==> config.mk <==
export PLATFORM = sky130hd
export DESIGN_NAME = ad5662_spi_writer_flat
export DESIGN_NICKNAME = d
export VERILOG_FILES = /design/src/rtl/ad5662_spi_writer_if.sv /design/src/rtl/ad5662_spi_writer.sv /design/src/flat_wrapper.sv
export SDC_FILE = /design/constraint.sdc
export NUM_CORES = 1
export LEC_CHECK = 0
export CAP_MARGIN = 20
export CORE_UTILIZATION = 55
export DETAILED_ROUTE_END_ITERATION = 8
export PLACE_DENSITY = 0.81
export SYNTH_ARGS = -nofsm -noshare
export SYNTH_HDL_FRONTEND = slang
export SYNTH_SLANG_ARGS = --single-unit
==> constraint.sdc <==
create_clock -name clk -period 5.88 [get_ports clk]
set_input_delay 1.176 -clock clk [delete_from_list [all_inputs] [get_ports clk]]
set_output_delay 1.176 -clock clk [all_outputs]
set_load 0.05 [all_outputs]
==> src/rtl/ad5662_spi_writer_if.sv <==
// Valid/ready word channel feeding the AD5662 serializer.
// master drives the word, slave accepts it.
interface ad5662_spi_writer_if;
  logic [15:0] dat_in;
  logic        dat_valid;
  logic        dat_ready;

  modport master (
    output dat_in,
    output dat_valid,
    input  dat_ready
  );

  modport slave (
    input  dat_in,
    input  dat_valid,
    output dat_ready
  );
endinterface

==> src/rtl/ad5662_spi_writer.sv <==
// AD5662 24-bit SPI frame writer for PLL DAC tuning words.
// One holding register, mid-scale write after reset, optional skip.
module ad5662_spi_writer #(
  parameter int          SCLK_DIV         = 4,
  parameter int          SYNC_HIGH_CYCLES = 8,
  parameter logic [15:0] INIT_VALUE       = 16'd32767,
  parameter bit          SKIP_UNCHANGED   = 1'b1,
  parameter logic [1:0]  PD_MODE          = 2'b00
) (
  input  logic                      clk,
  input  logic                      reset,
  ad5662_spi_writer_if.slave        dat,
  output logic                      busy,
  output logic [15:0]               dac_value,
  output logic                      frame_done,
  output logic                      sclk,
  output logic                      mosi,
  output logic                      sync_n
);

  localparam int HW = $clog2(SCLK_DIV + 1);
  localparam int GW = $clog2(SYNC_HIGH_CYCLES + 1);
  localparam logic [HW-1:0] HLOAD = HW'(SCLK_DIV - 1);
  localparam logic [GW-1:0] GLOAD = GW'(SYNC_HIGH_CYCLES - 1);

  typedef enum logic [1:0] {
    IDLE,
    SHIFT_HI,
    SHIFT_LO,
    GAP
  } state_t;

  state_t        state_q, state_d;
  logic          init_q, init_d;
  logic [15:0]   code_q, code_d;
  logic [4:0]    bit_q, bit_d;
  logic [HW-1:0] half_q, half_d;
  logic [GW-1:0] gap_q, gap_d;
  logic          sclk_q, sclk_d;
  logic          mosi_q, mosi_d;
  logic          sync_q, sync_d;
  logic          done_q, done_d;
  logic [15:0]   dacv_q, dacv_d;
  logic          rdy;
  logic          start;

  function automatic logic bit_of(
    input logic [15:0] c,
    input logic [4:0]  b
  );
    logic [23:0] f;
    f = {6'b000000, PD_MODE, c};
    return f[b];
  endfunction

  always_comb begin
    state_d = state_q;
    init_d  = init_q;
    code_d  = code_q;
    bit_d   = bit_q;
    half_d  = half_q;
    gap_d   = gap_q;
    sclk_d  = sclk_q;
    mosi_d  = mosi_q;
    sync_d  = sync_q;
    done_d  = 1'b0;
    dacv_d  = dacv_q;
    rdy     = 1'b0;
    start   = 1'b0;

    unique case (state_q)
      IDLE: begin
        if (init_q) begin
          init_d = 1'b0;
          code_d = INIT_VALUE;
          start  = 1'b1;
        end else begin
          rdy = 1'b1;
          if (dat.dat_valid) begin
            // a word equal to what the DAC holds is consumed silently
            if (!(SKIP_UNCHANGED && dat.dat_in == dacv_q)) begin
              code_d = dat.dat_in;
              start  = 1'b1;
            end
          end
        end
        if (start) begin
          state_d = SHIFT_HI;
          sync_d  = 1'b0;
          sclk_d  = 1'b1;
          bit_d   = 5'd23;
          mosi_d  = bit_of(code_d, 5'd23);
          half_d  = HLOAD;
        end
      end

      SHIFT_HI: begin
        if (half_q == '0) begin
          state_d = SHIFT_LO;
          sclk_d  = 1'b0;
          half_d  = HLOAD;
        end else begin
          half_d = half_q - HW'(1);
        end
      end

      SHIFT_LO: begin
        if (half_q == '0) begin
          sclk_d = 1'b1;
          half_d = HLOAD;
          if (bit_q == 5'd0) begin
            state_d = GAP;
            sync_d  = 1'b1;
            mosi_d  = 1'b0;
            dacv_d  = code_q;
            done_d  = 1'b1;
            gap_d   = GLOAD;
          end else begin
            state_d = SHIFT_HI;
            bit_d   = bit_q - 5'd1;
            mosi_d  = bit_of(code_q, bit_q - 5'd1);
          end
        end else begin
          half_d = half_q - HW'(1);
        end
      end

      GAP: begin
        if (gap_q == '0) begin
          state_d = IDLE;
        end else begin
          gap_d = gap_q - GW'(1);
        end
      end

      default: state_d = IDLE;
    endcase
  end

  // reset mid-frame raises sync_n early so the DAC drops the frame
  always_ff @(posedge clk or posedge reset) begin
    if (reset) begin
      state_q <= IDLE;
      init_q  <= 1'b1;
      code_q  <= '0;
      bit_q   <= '0;
      half_q  <= '0;
      gap_q   <= '0;
      sclk_q  <= 1'b1;
      mosi_q  <= 1'b0;
      sync_q  <= 1'b1;
      done_q  <= 1'b0;
      dacv_q  <= '0;
    end else begin
      state_q <= state_d;
      init_q  <= init_d;
      code_q  <= code_d;
      bit_q   <= bit_d;
      half_q  <= half_d;
      gap_q   <= gap_d;
      sclk_q  <= sclk_d;
      mosi_q  <= mosi_d;
      sync_q  <= sync_d;
      done_q  <= done_d;
      dacv_q  <= dacv_d;
    end
  end

  assign dat.dat_ready = rdy;
  assign busy          = (state_q != IDLE);
  assign dac_value     = dacv_q;
  assign frame_done    = done_q;
  assign sclk          = sclk_q;
  assign mosi          = mosi_q;
  assign sync_n        = sync_q;

endmodule

==> src/flat_wrapper.sv <==
// flat-port wrapper written by rule: the top's interface ports become plain ports
module ad5662_spi_writer_flat 
#(
  parameter int          SCLK_DIV         = 4,
  parameter int          SYNC_HIGH_CYCLES = 8,
  parameter logic [15:0] INIT_VALUE       = 16'd32767,
  parameter bit          SKIP_UNCHANGED   = 1'b1,
  parameter logic [1:0]  PD_MODE          = 2'b00
)
  (clk, reset, busy, dac_value, frame_done, sclk, mosi, sync_n, dat_dat_in, dat_dat_valid, dat_dat_ready);
  ad5662_spi_writer_if dat_i ();
  input  logic clk;
  input  logic reset;
  output logic busy;
  output logic [15:0] dac_value;
  output logic frame_done;
  output logic sclk;
  output logic mosi;
  output logic sync_n;
  input wire logic [$bits(dat_i.dat_in)-1:0] dat_dat_in;
  input wire logic [$bits(dat_i.dat_valid)-1:0] dat_dat_valid;
  output wire logic [$bits(dat_i.dat_ready)-1:0] dat_dat_ready;
  assign dat_i.dat_in = dat_dat_in;
  assign dat_i.dat_valid = dat_dat_valid;
  assign dat_dat_ready = dat_i.dat_ready;
  ad5662_spi_writer #(.SCLK_DIV(SCLK_DIV), .SYNC_HIGH_CYCLES(SYNC_HIGH_CYCLES), .INIT_VALUE(INIT_VALUE), .SKIP_UNCHANGED(SKIP_UNCHANGED), .PD_MODE(PD_MODE)) u_core (.clk(clk), .reset(reset), .dat(dat_i), .busy(busy), .dac_value(dac_value), .frame_done(frame_done), .sclk(sclk), .mosi(mosi), .sync_n(sync_n));
endmodule
==> Yosys cells after proc, flatten, opt, wreduce, memory -nomap -nowiden <==
Cells that the tools add are included.
{ "totals": {"reg_bits": 51, "latchBits": 0, "ram_bits": 0, "romBits": 0, "in_bits": 19, "out_inout_bits": 22, "elab_cells": 89, "memories": 0} }
{ "classes": {"add_sub_neg": 3, "mul": 0, "div_mod_pow": 0, "order_cmp": 1, "eq_ne": 12, "shift": 0, "mux": 42, "bitwise_logic": 0, "reduce_logical": 20} }
{ "ops": {"columns": ["op", "n"], "rows": [
  ["$mux W16", 3],
  ["$reduce_and A4 Y1", 5],
  ["$mux W1", 18],
  ["$eq A16 B16 Y1", 1],
  ["$mux W5", 3],
  ["$mux W4", 3],
  ["$mux W2", 5],
  ["$ne A2 B1 Y1 const B", 5],
  ["$pmux W5 S2", 1],
  ["$reduce_bool A2 Y1", 5],
  ["$reduce_and A3 Y1", 3],
  ["$pmux W2 S4", 1],
  ["$pmux W4 S2", 1],
  ["$lt A5 B6 Y1 const B", 1],
  ["$mux W3", 2],
  ["$ne A2 B2 Y1 const B", 3],
  ["$pmux W3 S2", 1],
  ["$bmux W1 S5", 1],
  ["$logic_not A5 Y1", 1],
  ["$sub A5 B1 Y5 const B", 1],
  ["$eq A2 B2 Y1 const B", 2],
  ["$logic_not A4 Y1", 1],
  ["$pmux W1 S2", 2],
  ["$sub A4 B1 Y4 const B", 1],
  ["other kinds (8)", 8]
]} }

==> Logic depth before layout (Yosys ltp) <==
Gate-level depths: netlist of the first run.
{ "logic_depth": {"word_depth": 7, "mapped_depth": 9, "ltp_nobuf": 7} }

==> Least setup slack after synthesis of the first run <==
No wires, ideal clock.
{ "synth_timing": {"kind": "register to output", "startpoint": "reg u_core.state_q[0]", "endpoint": "out dat_dat_ready", "arrival_time_ns": 1.656, "t_required_ns": 4.704, "slack_ns": 3.048, "stages_incl_launch_ff": 5, "n_path_buf": 1, "path_cell_list": "dfrtp_1 > inv_1 > ha_1 > nor2b_1 > clkbuf_1"} }
{ "synth_between": {"elab_chain_cells": 2} }
{ "synth_lines": {"columns": ["element", "line", "source"], "rows": [
  ["from (decl)", "ad5662_spi_writer.sv:33", "state_t state_q, state_d;"],
  ["from (signal assigned)", "ad5662_spi_writer.sv:155", "state_q <= state_d;"],
  ["$logic_not A2 Y1", "ad5662_spi_writer.sv:71", "unique case (state_q)"],
  ["$mux W1", "ad5662_spi_writer.sv:71", null],
  ["to (decl)", "flat_wrapper.sv:22", "output wire logic [$bits(dat_i.dat_ready)-1:0] dat_dat_ready;"]
]} }
No other way between the ends.

==> Final worst setup path of the first run <==
Same ends and word-level chain as after synthesis.

==> results of run 1 <==
[worst min path at each step]
stage | from | to | slack (ps) | cells past startpoint
global route | u_core.init_q | u_core.init_q | 500 | 2
detailed placement | u_core.init_q | u_core.init_q | 470 | 2
global placement | u_core.init_q | u_core.init_q | 460 | 2
floorplan | u_core.init_q | u_core.init_q | 450 | 2
CTS | u_core.init_q | u_core.init_q | 480 | 2
finish | u_core.init_q | u_core.init_q | 480 | 2
[cells by family (layout without fill, tap and decap cells)]
group	after synthesis	count (layout)	synth area share, %
mux	23	23	12.5
flops	51	51	48.1
xor+xnor	20	20	6.59
simple gates	44	44	9.22
buf+inv	27	70	4.56
fa+ha+maj	9	9	4.24
compound gates	53	53	14.7
[through the flow]
step	total power, mW	utilization, %	hold slack (ps)	setup slack, ps	instances
finish	1.17	71.1	482	2540	322
global route	1.25	71.1	496	2380	322
CTS	1.18	70.6	481	2520	321
detailed placement	0.969	68.7	467	2290	313
global placement	0.955	68.7	457	2440	313
floorplan	0.847	-	446	3050	227
[critical path, stage by stage, from the launching register on]
cell and delay [ps]:
dfrtp_1 410, inv_1 150, ha_1 230, nor2b_1 230, clkdlybuf4s50_1 840
[cells in the final DEF (no fill, tap or decap), types with 4 or more instances in the layout]
cell             count
a21oi_1             10
clkbuf_8             5
clkdlybuf4s50_1     40
dfrtp_1             48
ha_1                 9
inv_1               17
mux2_2              16
mux4_1               4
nand2b_1             5
nand3_1              4
nand4_1              4
nor2_1              13
o21ai_0              9
o22a_1              17
xnor2_1             17
[layout make-up]
| type | instances | area, µm² |
|---|---|---|
| Fill cell | 318 | 1300 |
| Clock inverter | 2 | 16.3 |
| Inverter | 18 | 67.6 |
| Tap cell | 52 | 65.1 |
| Sequential cell | 51 | 1280 |
| Clock buffer | 6 | 72.6 |
| Multi-Input combinational cell | 149 | 1260 |
| Timing Repair Buffer | 44 | 443 |
[power breakdown]
part	switching [mW]	internal [mW]
Clock	0.122	0.0857
Combinational	0.245	0.228
Sequential	0.0647	0.426
[layer usage]
| metal | vias up | track usage [%] | share of wire [%] |
|---|---|---|---|
| met5 | - | 0 | 0 |
| met4 | 0 | 9.15 | 2.3 |
| met3 | 10 | 4.50 | 5.9 |
| met2 | 58 | 34.9 | 45 |
| met1 | 912 | 36.4 | 47 |
| li1 | 904 | - | - |
[sequential cells by signal, summed over array words and instances (netlist names)]
register and flops:
u_core.bit_q 5, u_core.code_q 16, u_core.dac_value 16, u_core.frame_done 1, u_core.gap_q 4, u_core.half_q 3
u_core.init_q 1, u_core.mosi 1, u_core.sclk 1, u_core.state_q 2, u_core.sync_n 1
==> results.toml, run 1 <==
[synthesis]
synth_common_cells = "dfrtp_1, inv_1, o22a_1, xnor2_1, mux2_2"
netlist_instances = 227
yosysMostFrequentCell = "dfrtp_1"
synth_top_area_share_pct = 45.2
synth-seq-cells = 51
yosysUniqueCellTypes = 46
syn_area_per_cell_um2 = 11.7
syn_nets = 255
synth_ff_type = "dfrtp_1"
yosys_warnings = 0
synth.yosys.seq_area_share_pct = 48.1
ys_async_sr_fraction_pct = 100
synth_edf_count = 0
synthTopCellsByArea = "dfrtp_1, mux2_2, o22a_1"
yosysTopAreaCell = "dfrtp_1"
synthesis.area_um2 = 2660

[floorplanning]
dieArea_um2 = 5120
start_util_pct = 59.0
rows = 24
die_w_um = 71.5
io_pins = 41
core-area_um2 = 4500
die_h_um = 71.5

[power]
power_per_cell_area_nw_per_um2 = 366
leakage_nw = 1.34
peakVddDrop_mv = 0.181

[critical_path]
startpoint_type = "flip-flop"
worst_ep_required_time_ps = 4700
end_kind = "primary output"
r2r_end = "u_core.mosi"
critPathKind = "flip-flop to primary output"
rr_worst_depth = 6
timing.rr.start = "u_core.bit_q[0]"
r2r_setup_slack_ps = 3120
cp.arrival_ps = 2170
crit_start = "u_core.state_q[0]"
worstPathMaxFanout = 5
worstSetupEndpoint = "dat_dat_ready"

[min_path]
min_path_type = "flip-flop to flip-flop"

[sta]
worst_slew_margin_rel_pct = 34.5
fin_setup_tns_ps = 0
setup_violations = 0
fin_worst_skew_ps = 8.55
rsz0062_at_grt = "no"
fin_crit_ps = 3340
fin_crit_sh_pct = 56.9
tightest_slew_ps = 981
fmax_mhz = 299
maxSlewViolCount = 0
finalHoldViolations = 0

[global_routing]
grt_pass1_vias = 1862
antenna_found_initial = 0
track_usage_pct = 24.1
grt_pass1_wl_um = 9320
grt_max_degree = 52
overflow = 0

[placement]
hpwl_um = 3900
gp_congestion = 0.813
port-buffer-count = 40
placed_area_um2 = 3090

[clock_tree]
cts_htree_levels = 2
clkLatencyLatePin_ps = 320
clk_path_buf_depth = 2
cts_tree = "built"
cts_setup_buffers = 0
cts.sinks = 51
ctsHoldBuffers = 0
cts-resized-gates = 0
cts_made_buffers = 5
cts_root_buf = "clkbuf_8"
path_clk_slew_ps = 90

[cells_and_area]
drive_above_1_share_pct = 14.1
nNetsFinal = 297
syn2layout_area_growth_pct = 20.4
diodes = 0
fin_area_um2 = 3200

[detailed_routing]
routed_wl_um = 5470
vias = 1884
route.detailed.drc = 0
via_per_inst = 5.85
dr.pass1.iters = 4
drt_iter0_markers = 151
ant_nets = 0
post_drt_wl_per_cell_um = 17.0

[run_status]
outcome = "completed"

[run]
maxCapViolCount = 0
No activity file was read; power rests on OpenSTA's default activity.
==> run 2: changes to the inputs <==
--- a/config.mk
+++ b/config.mk
@@ -6,9 +6,9 @@
 export NUM_CORES = 1
 export LEC_CHECK = 0
 export CAP_MARGIN = 20
-export CORE_UTILIZATION = 55
+export CORE_UTILIZATION = 48
 export DETAILED_ROUTE_END_ITERATION = 8
-export PLACE_DENSITY = 0.81
+export PLACE_DENSITY = 0.75
 export SYNTH_ARGS = -nofsm -noshare
 export SYNTH_HDL_FRONTEND = slang
 export SYNTH_SLANG_ARGS = --single-unit
==> constraint.sdc (replaced) <==
create_clock -name clk -period 2.94 [get_ports clk]
set_input_delay 0.588 -clock clk [delete_from_list [all_inputs] [get_ports clk]]
set_output_delay 0.588 -clock clk [all_outputs]
set_load 0.05 [all_outputs]
==> run 2 against run 1 <==
Effect of this change:
- final area grew 2.6%
- clock skew grew 3.0 ps
- combinational power grew 110%
- die area grew 14%
- count of clock-buffer cells in the layout shrank 1
- global-route usage shrank 2.8 points
- critical endpoint is now u_core.mosi
- highest routed layer unchanged
==> results.toml, run 2 (synthesis gave the netlist of run 1 again) <==
[detailed_routing]
routed_wl_um = 5550
vias = 1927
route.detailed.drc = 0
post_drt_wl_per_cell_um = 16.2
dr.pass1.iters = 4
drt_iter0_markers = 137
via_per_inst = 5.63
ant_nets = 0

[cells_and_area]
fin_util_pct = 63.1
nNetsFinal = 299
stdcell_count = 342
drive_above_1_share_pct = 15.4
diodes = 0
final_common_cell = "dfrtp_1"
final_cell_mix = "dfrtp_1, clkdlybuf4s50_1, inv_1, xnor2_1, o22a_1"
syn2layout_area_growth_pct = 23.6
fill_cells = 409

[placement]
hpwl_um = 4060
gp_congestion = 0.783
dp_slack_ps = 154
placed_cells = 334
port-buffer-count = 40

[sta]
fin_worst_skew_ps = 11.5
tightest_slew_ps = 519
worst_slew_margin_rel_pct = 65.3
fmax_mhz = 359
fin_crit_ps = 2780
finalWorstSetupSlack_ps = 156
fin_setup_tns_ps = 0
fin_hold_ws_ps = 487
rsz0062_at_grt = "no"
fin_crit_sh_pct = 94.7
maxSlewViolCount = 0
setup_violations = 0
finalHoldViolations = 0

[critical_path]
crit_start = "u_core.bit_q[0]"
rr_worst_depth = 6
end_kind = "flip-flop"
cp.arrival_ps = 2980
worst_ep_required_time_ps = 3130
critPathKind = "flip-flop to flip-flop"
r2r_end = "u_core.mosi"
startpoint_type = "flip-flop"
timing.rr.start = "u_core.bit_q[0]"
worstPathMaxFanout = 7
worstSetupEndpoint = "u_core.mosi"
r2r_setup_slack_ps = 160

[clock_tree]
cts_root_buf = "clkbuf_8"
cts-resized-gates = 0
ctsHoldBuffers = 0
cts_setup_buffers = 0
path_clk_slew_ps = 90
clk_path_buf_depth = 2
clkLatencyLatePin_ps = 300
cts_made_buffers = 5
cts_tree = "built"
cts_htree_levels = 2
cts.sinks = 51

[global_routing]
track_usage_pct = 21.4
grt_pass1_vias = 1997
grt_max_degree = 30
antenna_found_initial = 0
grtUsageMet2_pct = 33.1
busiest_layer = "met2"
grt_pass1_wl_um = 9770
grtUsageMet1_pct = 30.1
overflow = 0
met3_usage_pct = 4.43

[floorplanning]
die_w_um = 76.4
io_pins = 41
core-area_um2 = 5200
dieArea_um2 = 5840
start_util_pct = 51.1
die_h_um = 76.4
rows = 26

[run]
maxCapViolCount = 0

[min_path]
min_path_type = "flip-flop to flip-flop"

[run_status]
outcome = "completed"

[power]
leakage_nw = 1.37
peakVddDrop_mv = 0.403
power_per_cell_area_nw_per_um2 = 748
==> run 2: changes by cell type in the layout (fill, tap and decap cells not counted), sizes merged <==
cell | before | now
bufinv | 0 | 1
clkinv | 0 | 2
clkbuf | 6 | 5
buf | 4 | 7
clkdlybuf4s50 | 40 | 39
inv | 19 | 18
clkinvlp | 1 | 0
==> run 2: layer usage <==
metal,share of wire [%],vias up
li1,-,908
met2,47,38
met1,48,975
met5,0,-
met3,3.2,6
met4,1.4,0
==> run 2: worst min-delay path by stage <==
stage / startpoint / end / depth (start not counted)
2_1_floorplan: u_core.init_q / u_core.init_q / 2
3_3_place_gp: u_core.init_q / u_core.init_q / 2
3_5_place_dp: u_core.init_q / u_core.init_q / 2
4_1_cts: u_core.init_q / u_core.init_q / 2
5_1_grt: u_core.init_q / u_core.init_q / 2
6_report: u_core.init_q / u_core.init_q / 2
==> run 2: cell type report <==
cell class | count | area [µm²] | area share [%]
sequential | 51 | 1280 | 39.0
multi-input combinational | 149 | 1260 | 38.3
timing repair buffer | 46 | 480 | 14.6
tap | 70 | 87.6 | 2.67
clock buffer | 5 | 68.8 | 2.09
inverter | 18 | 67.6 | 2.06
clock inverter | 3 | 43.8 | 1.33
==> run 2: per-stage QoR <==
step | power (mW) | cell area [µm²]
after floorplan | 1.69 | 2660
after global placement | 1.95 | 3170
after detailed placement | 1.98 | 3170
after CTS | 2.47 | 3290
after global routing | 2.63 | 3290
final | 2.46 | 3290
==> run 2: worst max-delay path, cell delays in order, from the launching register on <==
cell,delay (ps)
dfrtp_1,540
inv_1,120
ha_1,450
mux4_1,620
mux4_2,490
and4b_1,210
mux2_4,250
==> run 2: power breakdown <==
| part | switching, mW | total [mW] | internal, mW | leakage [nW] |
|---|---|---|---|---|
| combinational | 0.508 | 0.988 | 0.480 | 0.693 |
| clock | 0.233 | 0.487 | 0.254 | 0.0581 |
| sequential | 0.131 | 0.984 | 0.853 | 0.622 |
==> run 3: changes to the inputs <==
--- a/config.mk
+++ b/config.mk
@@ -7,6 +7,7 @@
 export LEC_CHECK = 0
 export CAP_MARGIN = 20
 export CORE_UTILIZATION = 48
+export CTS_CLUSTER_DIAMETER = 30
 export DETAILED_ROUTE_END_ITERATION = 8
 export PLACE_DENSITY = 0.75
 export SYNTH_ARGS = -nofsm -noshare
==> results of run 3 <==
No change in the layout: final DEF, timing and power equal those of run 2.
